## src/rtl/apb_pkg.sv

```systemverilog
// Shared APB definitions: responder FSM states and bus width constants.
package apb_pkg;

  localparam int unsigned ADDR_W = 32;
  localparam int unsigned DATA_W = 32;
  localparam int unsigned STRB_W = 4;

  typedef enum logic [1:0] {
    IDLE,
    SETUP,
    ACCESS
  } apb_state_e;

endpackage

```

## src/rtl/apb_mem_responder_if.sv

```systemverilog
// APB bus bundle between a master and the memory responder.
// PSTRB exists only when APB_RESP_PSTRB_EN is defined.
interface apb_mem_responder_if;
  import apb_pkg::*;

  logic              PSELx;
  logic              PENABLE;
  logic              PWRITE;
  logic [ADDR_W-1:0] PADDR;
  logic [DATA_W-1:0] PWDATA;
`ifdef APB_RESP_PSTRB_EN
  logic [STRB_W-1:0] PSTRB;
`endif
  logic [DATA_W-1:0] PRDATA;
  logic              PREADY;
  logic              PSLVERR;

`ifdef APB_RESP_PSTRB_EN
  modport master (output PSELx, PENABLE, PWRITE, PADDR, PWDATA, PSTRB,
                  input  PRDATA, PREADY, PSLVERR);
  modport slave  (input  PSELx, PENABLE, PWRITE, PADDR, PWDATA, PSTRB,
                  output PRDATA, PREADY, PSLVERR);
`else
  modport master (output PSELx, PENABLE, PWRITE, PADDR, PWDATA,
                  input  PRDATA, PREADY, PSLVERR);
  modport slave  (input  PSELx, PENABLE, PWRITE, PADDR, PWDATA,
                  output PRDATA, PREADY, PSLVERR);
`endif

endinterface

```

## src/rtl/apb_resp_mem.sv

```systemverilog
// DEPTH x 32 word storage: synchronous clear, byte-enable write, combinational read
// (the responder registers the read result into PRDATA).
module apb_resp_mem
  import apb_pkg::*;
#(
  parameter int unsigned DEPTH = 16,
  localparam int unsigned AW = $clog2(DEPTH)
) (
  input  logic              clk,
  input  logic              rst_n,
  input  logic              we,
  input  logic [AW-1:0]     waddr,
  input  logic [DATA_W-1:0] wdata,
  input  logic [STRB_W-1:0] wstrb,
  input  logic [AW-1:0]     raddr,
  output logic [DATA_W-1:0] rdata
);

  logic [DATA_W-1:0] mem_q [DEPTH];

  always_ff @(posedge clk) begin
    if (!rst_n) begin
      for (int i = 0; i < int'(DEPTH); i++) begin
        mem_q[i] <= '0;
      end
    end else if (we) begin
      for (int b = 0; b < int'(STRB_W); b++) begin
        if (wstrb[b]) begin
          mem_q[waddr][8*b +: 8] <= wdata[8*b +: 8];
        end
      end
    end
  end

  assign rdata = mem_q[raddr];

endmodule

```

## src/rtl/apb_mem_responder.sv

```systemverilog
// APB completer over a word register file with WAIT_CYCLES wait states and PSLVERR on bad
// addresses. Define APB_RESP_PSTRB_EN to honour per-byte write strobes.
module apb_mem_responder
  import apb_pkg::*;
#(
  parameter int unsigned       DEPTH       = 16,
  parameter logic [ADDR_W-1:0] BASE_ADDR   = 32'h0000_0000,
  parameter int unsigned       WAIT_CYCLES = 1
) (
  input logic                 PCLK,
  input logic                 PRESET,
  apb_mem_responder_if.slave  apb
);

  localparam int unsigned AW      = $clog2(DEPTH);
  localparam logic [3:0]  WAIT_LD = 4'(WAIT_CYCLES);

  apb_state_e        state_q;
  logic [3:0]        cnt_q;
  logic [AW-1:0]     idx_q;
  logic              write_q;
  logic              valid_q;
  logic [DATA_W-1:0] wdata_q;
  logic [STRB_W-1:0] strb_q;
  logic              pready_q;
  logic [DATA_W-1:0] prdata_q;
  logic              pslverr_q;

  logic [ADDR_W-1:0] offset;
  logic              addr_ok;
  logic [AW-1:0]     cur_idx;
  logic [STRB_W-1:0] cur_strb;
  logic [AW-1:0]     rd_idx;
  logic [DATA_W-1:0] rd_data;
  logic              mem_we;

  // BASE_ADDR is DEPTH*4 aligned, so alignment and range can be judged on the offset.
  assign offset  = apb.PADDR - BASE_ADDR;
  assign addr_ok = (apb.PADDR >= BASE_ADDR) && (offset[ADDR_W-1:AW+2] == '0) &&
                   (offset[1:0] == 2'b00);
  assign cur_idx = offset[AW+1:2];

`ifdef APB_RESP_PSTRB_EN
  assign cur_strb = apb.PSTRB;
`else
  assign cur_strb = '1;
`endif

  // With zero wait states the read happens while the setup phase is still on the bus.
  assign rd_idx = (state_q == IDLE) ? cur_idx : idx_q;
  assign mem_we = (state_q != IDLE) && pready_q && apb.PSELx && apb.PENABLE &&
                  write_q && valid_q;

  apb_resp_mem #(.DEPTH(DEPTH)) u_mem (
    .clk   (PCLK),
    .rst_n (PRESET),
    .we    (mem_we),
    .waddr (idx_q),
    .wdata (wdata_q),
    .wstrb (strb_q),
    .raddr (rd_idx),
    .rdata (rd_data)
  );

  always_ff @(posedge PCLK) begin
    if (!PRESET) begin
      state_q   <= IDLE;
      cnt_q     <= '0;
      idx_q     <= '0;
      write_q   <= 1'b0;
      valid_q   <= 1'b0;
      wdata_q   <= '0;
      strb_q    <= '0;
      pready_q  <= 1'b0;
      prdata_q  <= '0;
      pslverr_q <= 1'b0;
    end else begin
      pready_q  <= 1'b0;
      prdata_q  <= '0;
      pslverr_q <= 1'b0;
      unique case (state_q)
        IDLE: begin
          if (apb.PSELx && !apb.PENABLE) begin
            idx_q   <= cur_idx;
            valid_q <= addr_ok;
            write_q <= apb.PWRITE;
            wdata_q <= apb.PWDATA;
            strb_q  <= cur_strb;
            cnt_q   <= WAIT_LD;
            state_q <= SETUP;
            if (WAIT_LD == 4'd0) begin
              pready_q  <= 1'b1;
              pslverr_q <= !addr_ok;
              prdata_q  <= (addr_ok && !apb.PWRITE) ? rd_data : '0;
            end
          end
        end
        SETUP, ACCESS: begin
          // Completion, deselect and a missing PENABLE all end the transfer here.
          if (!apb.PSELx || !apb.PENABLE || pready_q) begin
            state_q <= IDLE;
          end else begin
            cnt_q   <= cnt_q - 4'd1;
            state_q <= ACCESS;
            if (cnt_q == 4'd1) begin
              pready_q  <= 1'b1;
              pslverr_q <= !valid_q;
              prdata_q  <= (valid_q && !write_q) ? rd_data : '0;
            end
          end
        end
        default: state_q <= IDLE;
      endcase
    end
  end

  assign apb.PREADY  = pready_q;
  assign apb.PRDATA  = prdata_q;
  assign apb.PSLVERR = pslverr_q;

endmodule

```

## src/flat_wrapper.sv

```systemverilog
// flat-port wrapper written by rule: the top's interface ports become plain ports
module apb_mem_responder_flat import apb_pkg::*;
#(
  parameter int unsigned       DEPTH       = 16,
  parameter logic [ADDR_W-1:0] BASE_ADDR   = 32'h0000_0000,
  parameter int unsigned       WAIT_CYCLES = 1
)
  (PCLK, PRESET, apb_PSELx, apb_PENABLE, apb_PWRITE, apb_PADDR, apb_PWDATA, apb_PRDATA, apb_PREADY, apb_PSLVERR);
  apb_mem_responder_if apb_i ();
  input logic PCLK;
  input logic PRESET;
  input wire logic [$bits(apb_i.PSELx)-1:0] apb_PSELx;
  input wire logic [$bits(apb_i.PENABLE)-1:0] apb_PENABLE;
  input wire logic [$bits(apb_i.PWRITE)-1:0] apb_PWRITE;
  input wire logic [$bits(apb_i.PADDR)-1:0] apb_PADDR;
  input wire logic [$bits(apb_i.PWDATA)-1:0] apb_PWDATA;
  output wire logic [$bits(apb_i.PRDATA)-1:0] apb_PRDATA;
  output wire logic [$bits(apb_i.PREADY)-1:0] apb_PREADY;
  output wire logic [$bits(apb_i.PSLVERR)-1:0] apb_PSLVERR;
  assign apb_i.PSELx = apb_PSELx;
  assign apb_i.PENABLE = apb_PENABLE;
  assign apb_i.PWRITE = apb_PWRITE;
  assign apb_i.PADDR = apb_PADDR;
  assign apb_i.PWDATA = apb_PWDATA;
  assign apb_PRDATA = apb_i.PRDATA;
  assign apb_PREADY = apb_i.PREADY;
  assign apb_PSLVERR = apb_i.PSLVERR;
  apb_mem_responder #(.DEPTH(DEPTH), .BASE_ADDR(BASE_ADDR), .WAIT_CYCLES(WAIT_CYCLES)) u_core (.PCLK(PCLK), .PRESET(PRESET), .apb(apb_i));
endmodule
```

## config.mk

```make
export PLATFORM = sky130hd
export DESIGN_NAME = apb_mem_responder_flat
export DESIGN_NICKNAME = d
export VERILOG_FILES = /design/src/rtl/apb_pkg.sv /design/src/rtl/apb_mem_responder_if.sv /design/src/rtl/apb_resp_mem.sv /design/src/rtl/apb_mem_responder.sv /design/src/flat_wrapper.sv
export SDC_FILE = /design/constraint.sdc
export NUM_CORES = 1
export LEC_CHECK = 0
export CAP_MARGIN = 5
export CORE_AREA = 2 2 221 223
export CTS_CLUSTER_DIAMETER = 150
export DETAILED_ROUTE_END_ITERATION = 10
export DIE_AREA = 0 0 223 225
export GPL_ROUTABILITY_DRIVEN = 0
export PLACE_DENSITY = 0.83
export SLEW_MARGIN = 20
export SYNTH_ARGS = -nofsm -noshare
export SYNTH_HDL_FRONTEND = slang
export SYNTH_SLANG_ARGS = --single-unit
```

## constraint.sdc

```tcl
create_clock -name PCLK -period 6 [get_ports PCLK]
set_clock_uncertainty 0.15 [all_clocks]
set_input_delay 1.8 -clock PCLK [delete_from_list [all_inputs] [get_ports PCLK]]
set_output_delay 1.8 -clock PCLK [all_outputs]
set_load 0.05 [all_outputs]
```

# Word level (Yosys, flattened, before mapping)
# Memory sizes are Yosys's and may differ from the RTL's. A register that Yosys moved wholly into a read port is not among the register bits.
# Cells that the tools add are included.
totals:
  register_bits: 47
  n_memories: 1
  ramBits: 512
mem_list:
  columns: ["name", "depth", "word_bits", "read_ports", "rd_ports_with_merged_regs", "wr", "line", "text"]
  rows:
  - ["u_core.u_mem.mem_q", 16, 32, 1, 1, 16, "apb_resp_mem.sv:19", "logic [DATA_W-1:0] mem_q [DEPTH];"]
op_classes:
  addsub: 1
  reduce_logical: 27
  n_lt_le_gt_ge: 1
  muxes: 28
  eq_ne: 5
  bitwise: 4
op_table:
  columns: ["cell", "n"]
  rows:
  - ["greater-or-equal comparator 32 x 1 -> 1 bit (second input constant)", 1]
  - ["two-way mux 32 bit", 1]
  - ["OR reduction 32 bit", 1]
  - ["zero test 26 bit", 1]
  - ["two-way mux 4 bit", 5]
  - ["two-way mux 1 bit", 18]
  - ["logical AND 1 bit", 9]
  - ["one-hot mux 4 bit (2 select lines)", 1]
  - ["OR reduction 5 bit", 1]
  - ["== test 4 x 1 -> 1 bit (second input constant)", 1]
  - ["zero test 1 bit", 4]
  - ["zero test 2 bit", 2]
  - ["two-way mux 2 bit", 2]
  - ["!= test 2 bit (second input constant)", 2]
  - ["NOT 1 bit", 4]
  - ["one-hot mux 2 bit (2 select lines)", 1]
  - ["nonzero test 2 bit", 2]
  - ["OR reduction 4 bit", 1]
  - ["subtractor 4 x 1 -> 4 bit (second input constant)", 1]
  - ["AND reduction 3 bit", 1]
  - ["OR reduction 3 bit", 1]
  - ["== test 2 x 1 -> 1 bit (second input constant)", 1]
  - ["== test 2 bit (second input constant)", 1]
  - ["logical OR 1 bit", 2]
  - ["2 further kinds", 2]

# Longest topological paths before layout
# Gate-level depths: netlist of run 1.
logic_depth:
  word_depth: 11
  depth_mapped: 9
  depth_no_buf: 6

# Modules after synthesis
# From an unflattened synthesis of run 1, not the netlist that was laid out.
hier_totals:
  cells_unflattened: 1825
  hier_area_um2: 24966.4
by_module_without_submodules:
  columns: ["mod", "cells_per_inst", "seq_area_each_um2", "area_per_inst_um2", "n_inst"]
  rows:
  - ["apb_resp_mem", 1527, 15374.7, 22137.5, 1]
  - ["apb_mem_responder", 298, 1581.5, 2829.0, 1]

# Worst setup path after synthesis of run 1
# OpenSTA, ideal clock, no wires.
synth_timing:
  path_kind: "in2reg"
  from: "input PRESET"
  to: "memory u_core.u_mem.mem_q[7][0], enable pin"
  stages: 3
  setup_slack_ps: 764
  t_arrival_ps: 4621
  path_buffers: 0
  setup_time_ps: 466
  cell_sequence: "and4_1 > nand4b_1 > o21ai_0"
synth_rtl:
  columns: ["element", "line", "text"]
  rows:
  - ["start: declaration", "flat_wrapper.sv:11", "input logic PRESET;"]
  - ["end: declaration", "apb_resp_mem.sv:19", null]

==> results.toml, run 1 <==
[run_status]
outcome = "completed"

[final_layout]
seqCellArea_sq_mm = 0.0170
multi_input_area_sq_mm = 0.00845
nets = 2027
syn2layout_area_growth_pct = 14.0
final-instance-count-excl-fill = 2617
finalInstanceArea_sq_mm = 0.0295
antenna_cells = 0
fillers = 3350
layout-drive-gt1-share_pct = 12.0

[global_route]
gr-usage-all-layers_pct = 27.5
globalRoute.totalOverflow = 0
antenna_found_initial = 3
grt_pass1_wl_um = 102000
grt_pass1_vias = 17300
grt_max_degree = 110

[sta]
finalSetupTns_ns = 0
maxClockFrequency_mhz = 222
fin_crit_ns = 4.50
finalHoldViolations = 0
setup_ws_ns = 1.50
hold_ws_ns = 0.327
rsz0062_at_grt = "false"
worst_pin_slew_ns = 1.17
max_slew_margin_pct = 21.5
finalMaxSlewViolations = 0
fin_crit_sh_pct = 74.9
finalSetupViolCount = 0

[critical_path]
cp-start-kind = "input port"
crit_fanout = 32
cp_slowest_stage_delay_ns = 0.89
path_cells = "clkdlybuf4s50_1 -> and4_1 -> and4bb_2 -> and2b_1 -> nand2b_2"
r2r_slack_ns = 2.61
slowest_stage = "nand2b_2"
cp.required_ns = 6.08
arrival_ns = 4.57
crit_path_end_kind = "flip-flop"
crit_type = "in -> reg"

[clocking]
ctsLongestPathBuffers = 3
numCtsBuffers = 57
cts_hold_buf = 0
cts_tree = "done"
path_clk_slew_ns = 0.06
cts-root-buf = "clkbuf_16"
cts_sinks = 591
clkLatencyLatePin_ns = 0.62
post_cts_buffers = 0
htreeDepth = 2
post_cts_resize_count = 0

[floorplanning]
die_h_um = 225
start_util_pct = 54.5
fp-row-count = 80
ioPinCount = 103
die_area_sq_mm = 0.0502
chipWidth_um = 223
coreArea_sq_mm = 0.0475

[synthesis]
synth-edff-count = 512
ys_seq_elements = 591
synth_warnings = 0
synthFlopType = "edfxtp_1"
synth_cell_type_count = 46
synth_area_leader_cell = "edfxtp_1"
avgSynthCellArea_sq_um = 13.5
synth_area_sq_mm = 0.0259
synthTopCellsByArea = "edfxtp_1, and2_1, dfxtp_1"
synthArstFlopShare_pct = 0
syn-num-nets = 1990
syn_inst = 1917
yosysSeqAreaShare_pct = 65.5
synth.top_cell.area_share_pct = 59.4

[routing]
first_pass_iters = 6
ant_nets = 0
wl_met1_um = 24700
vias_per_cell = 6.40
topRoutingLayerUsed = "met4"
wl_per_cell_um = 26.0
dr.first_iter.drc_count = 2328
drt_wl_total_um = 68100
drcViolationCount = 0
vias = 16800
wl_met2_um = 33100
met3_length_um = 8360

[job]
maxCapViolations = 0

[place]
place_area_sq_mm = 0.0276
post-place-cells = 2510
dp_hpwl_um = 37700
place_ws_ns = 0.913
io_buffers = 102

[power]
cellPowerDensity_mw_per_mm2 = 305
power_leakage_nw = 10.9
vdd_drop_max_v = 0.000255

[worst_hold_path]
hp-class = "reg -> reg"
==> worst max-delay path, delay by kind of cell <==
kind / cells / cell delay (ns)
simple gates: 4 / 2.22
buf+inv: 1 / 0.54
==> placed cells by master, fill, tap and decap left out, types with 4 or more instances in the layout <==
cell             count
a211oi_1             5
a21oi_1             40
a32o_1              61
and2_1             416
and3_1              96
buf_12               4
buf_4               43
bufinv_16            7
clkbuf_1            12
clkbuf_16           57
clkdlybuf4s50_1    102
clkinv_1             9
clkinv_2            13
dfxtp_1             79
edfxtp_1           512
ha_1                 4
inv_1                7
mux2i_1             69
mux4_2              64
nand2_1            206
nand2b_1             4
nand3_1             68
nand3b_1             4
nor2_1               5
nor2_2              11
nor4_1               7
o21ai_4             12
o311ai_1            29
==> cell usage after synthesis, types with 2 or more instances <==
library cell and instances:
a21oi_1 40, dfxtp_1 79, or3_1 2, nand4_1 2
and2_1 417, buf_2 37, o21ai_0 9, and3_1 96
o311ai_1 29, nand2_1 208, buf_1 7, nand3b_1 4
nor2_1 16, a221o_1 3, nand4b_1 3, nor3_2 3
clkbuf_1 118, buf_4 8, edfxtp_1 512, a211oi_1 5
mux2_2 4, a21o_1 2, nand2b_1 8, nand4bb_1 2
mux2i_1 70, nor2b_1 3, inv_1 8, a32o_1 61
nand3_1 68, o211ai_1 3, nor4_1 7, o21ai_1 3
ha_1 4, mux4_2 64
==> flip-flops by register name (all words and copies together), names as in the netlist <==
name                flops
u_core.u_mem.mem_q    512
u_core.apb.PRDATA      32
u_core.wdata_q         32
u_core.cnt_q            4
u_core.idx_q            4
u_core.state_q          2
u_core.apb.PREADY       1
u_core.apb.PSLVERR      1
u_core.strb_q           1
u_core.valid_q          1
u_core.write_q          1
==> path summary, 6_finish.rpt <==
path,from,endpoint,cells past startpoint
setup / recovery,apb_PENABLE,u_core.u_mem.mem_q[6][16],5
hold reg to reg,u_core.cnt_q[3],u_core.cnt_q[3],2
setup reg to reg,u_core.state_q[0],u_core.u_mem.mem_q[6][16],6
hold / removal,u_core.cnt_q[3],u_core.cnt_q[3],2
==> kinds of logic (layout without fill, tap and decap cells) <==
family / after synthesis / count (layout) / share of synthesized area [%]
adder cells (fa/ha/maj): 4 / 4 / 0.193
flip-flops: 591 / 591 / 65.5
buffers and inverters: 179 / 264 / 2.89
AND/OR/NAND/NOR: 845 / 845 / 18.1
multiplexers: 138 / 138 / 8.44
AO/OA/AOI/OAI: 160 / 160 / 4.89
==> through the flow <==
stage	util (%)	power (mW)
after global placement	58.1	5.39
after global routing	62.1	9.20
after CTS	62.1	9.00
after floorplan	-	5.15
final	62.1	8.99
after detailed placement	58.1	5.42
==> power breakdown <==
group / internal [mW] / switching, mW / total (mW)
logic: 0.253 / 0.404 / 0.657
clock network: 2.09 / 1.55 / 3.64
registers: 4.60 / 0.0943 / 4.69
total: 6.94 / 2.05 / 8.99
==> metal layers <==
| metal | up-vias | GRT usage (%) |
|---|---|---|
| li1 | 7090 | - |
| met1 | 8277 | 35.5 |
| met2 | 1217 | 45.4 |
| met3 | 174 | 6.74 |
| met4 | 0 | 10.1 |
| met5 | - | 0 |
==> area by class of cell <==
type	count	share of cell area (%)
sequential	591	57.4
clock inverter	35	1.29
tap	615	2.61
clock buffer	72	5.12
multi-input combinational	1147	28.6
inverter	8	0.102
timing repair buffer	149	4.82
Note: power is estimated with default switching activity, not from simulation.
==> run 2, diff against run 1 <==
--- a/config.mk
+++ b/config.mk
@@ -11,7 +11,7 @@
 export DETAILED_ROUTE_END_ITERATION = 10
 export DIE_AREA = 0 0 223 225
 export GPL_ROUTABILITY_DRIVEN = 0
-export PLACE_DENSITY = 0.83
+export PLACE_DENSITY = 0.86
 export SLEW_MARGIN = 20
 export SYNTH_ARGS = -nofsm -noshare
 export SYNTH_HDL_FRONTEND = slang
==> constraint.sdc (replaced) <==
create_clock -name PCLK -period 4.1 [get_ports PCLK]
set_clock_uncertainty 0.15 [all_clocks]
set_input_delay 1.23 -clock PCLK [delete_from_list [all_inputs] [get_ports PCLK]]
set_output_delay 1.23 -clock PCLK [all_outputs]
set_load 0.05 [all_outputs]
==> run 2 against run 1 <==
Cell area is 1.3% higher. Critical path depth stayed put. Register-to-register slack worse by 1.8 ns. First-iteration DRC count grew 14%. Highest routed layer unchanged.
==> results.toml, run 2 (synthesis gave the netlist of run 1 again) <==
[critical_path]
crit_fanout = 24
critPathBufInv = 1
path_cells = "nand2_1 -> o21ai_4 -> buf_4 -> a32o_1 -> o211ai_1"
cp_slowest_stage_delay_ns = 0.94
slowest_stage = "o21ai_4"
crit_path_end_kind = "flip-flop"
cp.required_ns = 4.43
crit_type = "reg -> reg"
crit_family = "compound AO/OA/AOI/OAI gates"
cp-start-kind = "flip-flop"
arrival_ns = 3.61

[routing]
vias = 17300
dr.first_iter.drc_count = 2651
first_pass_iters = 6
wl_per_cell_um = 26.8
ant_nets = 0
vias_per_cell = 6.50
drt_wl_total_um = 71300
drcViolationCount = 0

[power]
clkPwrFrac_pct = 39.0
cellPowerDensity_mw_per_mm2 = 434
power_frac_comb_pct = 8.1
p_sw_mw = 2.98
p_int_mw = 9.99
power_leakage_nw = 11.1
seqPwrFrac_pct = 52.9
vdd_drop_max_v = 0.000370
swShare_pct = 23.0

[clocking]
post_cts_buffers = 0
post_cts_resize_count = 0
htreeDepth = 2
cts_hold_buf = 0
cts_sinks = 591
cts-root-buf = "clkbuf_16"
path_clk_slew_ns = 0.06
ctsLongestPathBuffers = 3
clkLatencyLatePin_ns = 0.62
cts_tree = "done"
numCtsBuffers = 57

[sta]
finalHoldViolations = 0
maxClockFrequency_mhz = 304
finalSetupTns_ns = 0
fin_crit_sh_pct = 80.2
setup_ws_ns = 0.812
worst_pin_slew_ns = 1.14
fin_crit_ns = 3.29
finalMaxSlewViolations = 0
max_slew_margin_pct = 24.3
rsz0062_at_grt = "false"
finalSetupViolCount = 0

[run_status]
outcome = "completed"

[global_route]
grt_pass1_vias = 17600
grt_pass1_wl_um = 106000
gr-usage-all-layers_pct = 28.5
globalRoute.totalOverflow = 0
antenna_found_initial = 0
grt_max_degree = 65

[place]
place_ws_ns = 0.465
place_area_sq_mm = 0.0281
dp_hpwl_um = 40400
io_buffers = 102

[worst_hold_path]
hp-class = "reg -> reg"

[floorplanning]
die_h_um = 225
die_area_sq_mm = 0.0502
chipWidth_um = 223
fp-row-count = 80
coreArea_sq_mm = 0.0475
ioPinCount = 103
start_util_pct = 54.5

[final_layout]
final_common_cell = "edfxtp_1"
regMostFlops = "u_core.u_mem.mem_q"
largest_register_ffs = 512
finalInstanceArea_sq_mm = 0.0299
final_cell_mix = "edfxtp_1, and2_1, nand2_1, clkdlybuf4s50_1, and3_1"
layout-drive-gt1-share_pct = 13.3
syn2layout_area_growth_pct = 15.5
antenna_cells = 0
nets = 2071

[job]
maxCapViolations = 0
[run 2: through the flow]
stage	util [%]	hold slack (ns)	power, mW	cells
floorplan	-	0.282	7.54	1917
global placement	59.2	0.295	7.94	2554
detailed placement	59.2	0.321	7.99	2554
CTS	62.9	0.332	13.0	2660
global route	62.9	0.359	13.3	2660
finish	62.9	0.333	13.0	2660
[run 2: power groups by stage]
stage	Clock (mW)	Sequential, mW	Combinational (mW)
floorplan	0	6.92	0.621
global placement	0	6.96	0.985
detailed placement	0	6.98	1.01
CTS	5.07	6.86	1.02
global route	5.30	6.88	1.08
finish	5.06	6.86	1.04
[run 2: cell type report]
type	count	area [sq um]
inverter	8	30.0
sequential	591	17000
tap	615	769
clock buffer	90	1660
multi-input combinational	1147	8420
clock inverter	16	111
timing repair buffer	193	1950
fill	3212	17600
[run 2: worst paths after layout]
kind | slack (ns) | cells past startpoint | from | to
worst max-delay path | 0.81 | 5 | u_core.idx_q[2] | u_core.apb.PRDATA[22]
worst min-delay path | 0.33 | 2 | u_core.write_q | u_core.write_q
worst max register to register | 0.81 | 5 | u_core.idx_q[2] | u_core.apb.PRDATA[22]
worst min register to register | 0.33 | 2 | u_core.write_q | u_core.write_q
[run 2: metal layers]
metal,up-vias,global-route usage [%],routed length [um]
li1,7171,-,-
met1,8496,36.4,24900
met2,1342,46.9,34200
met3,273,5.72,8880
met4,0,14.0,3350
met5,-,0,0
[run 2: worst min-delay path, stage by stage, from the launching register on]
cell and delay [ns]:
dfxtp_1 0.32, nand2_1 0.06, a21oi_1 0.05
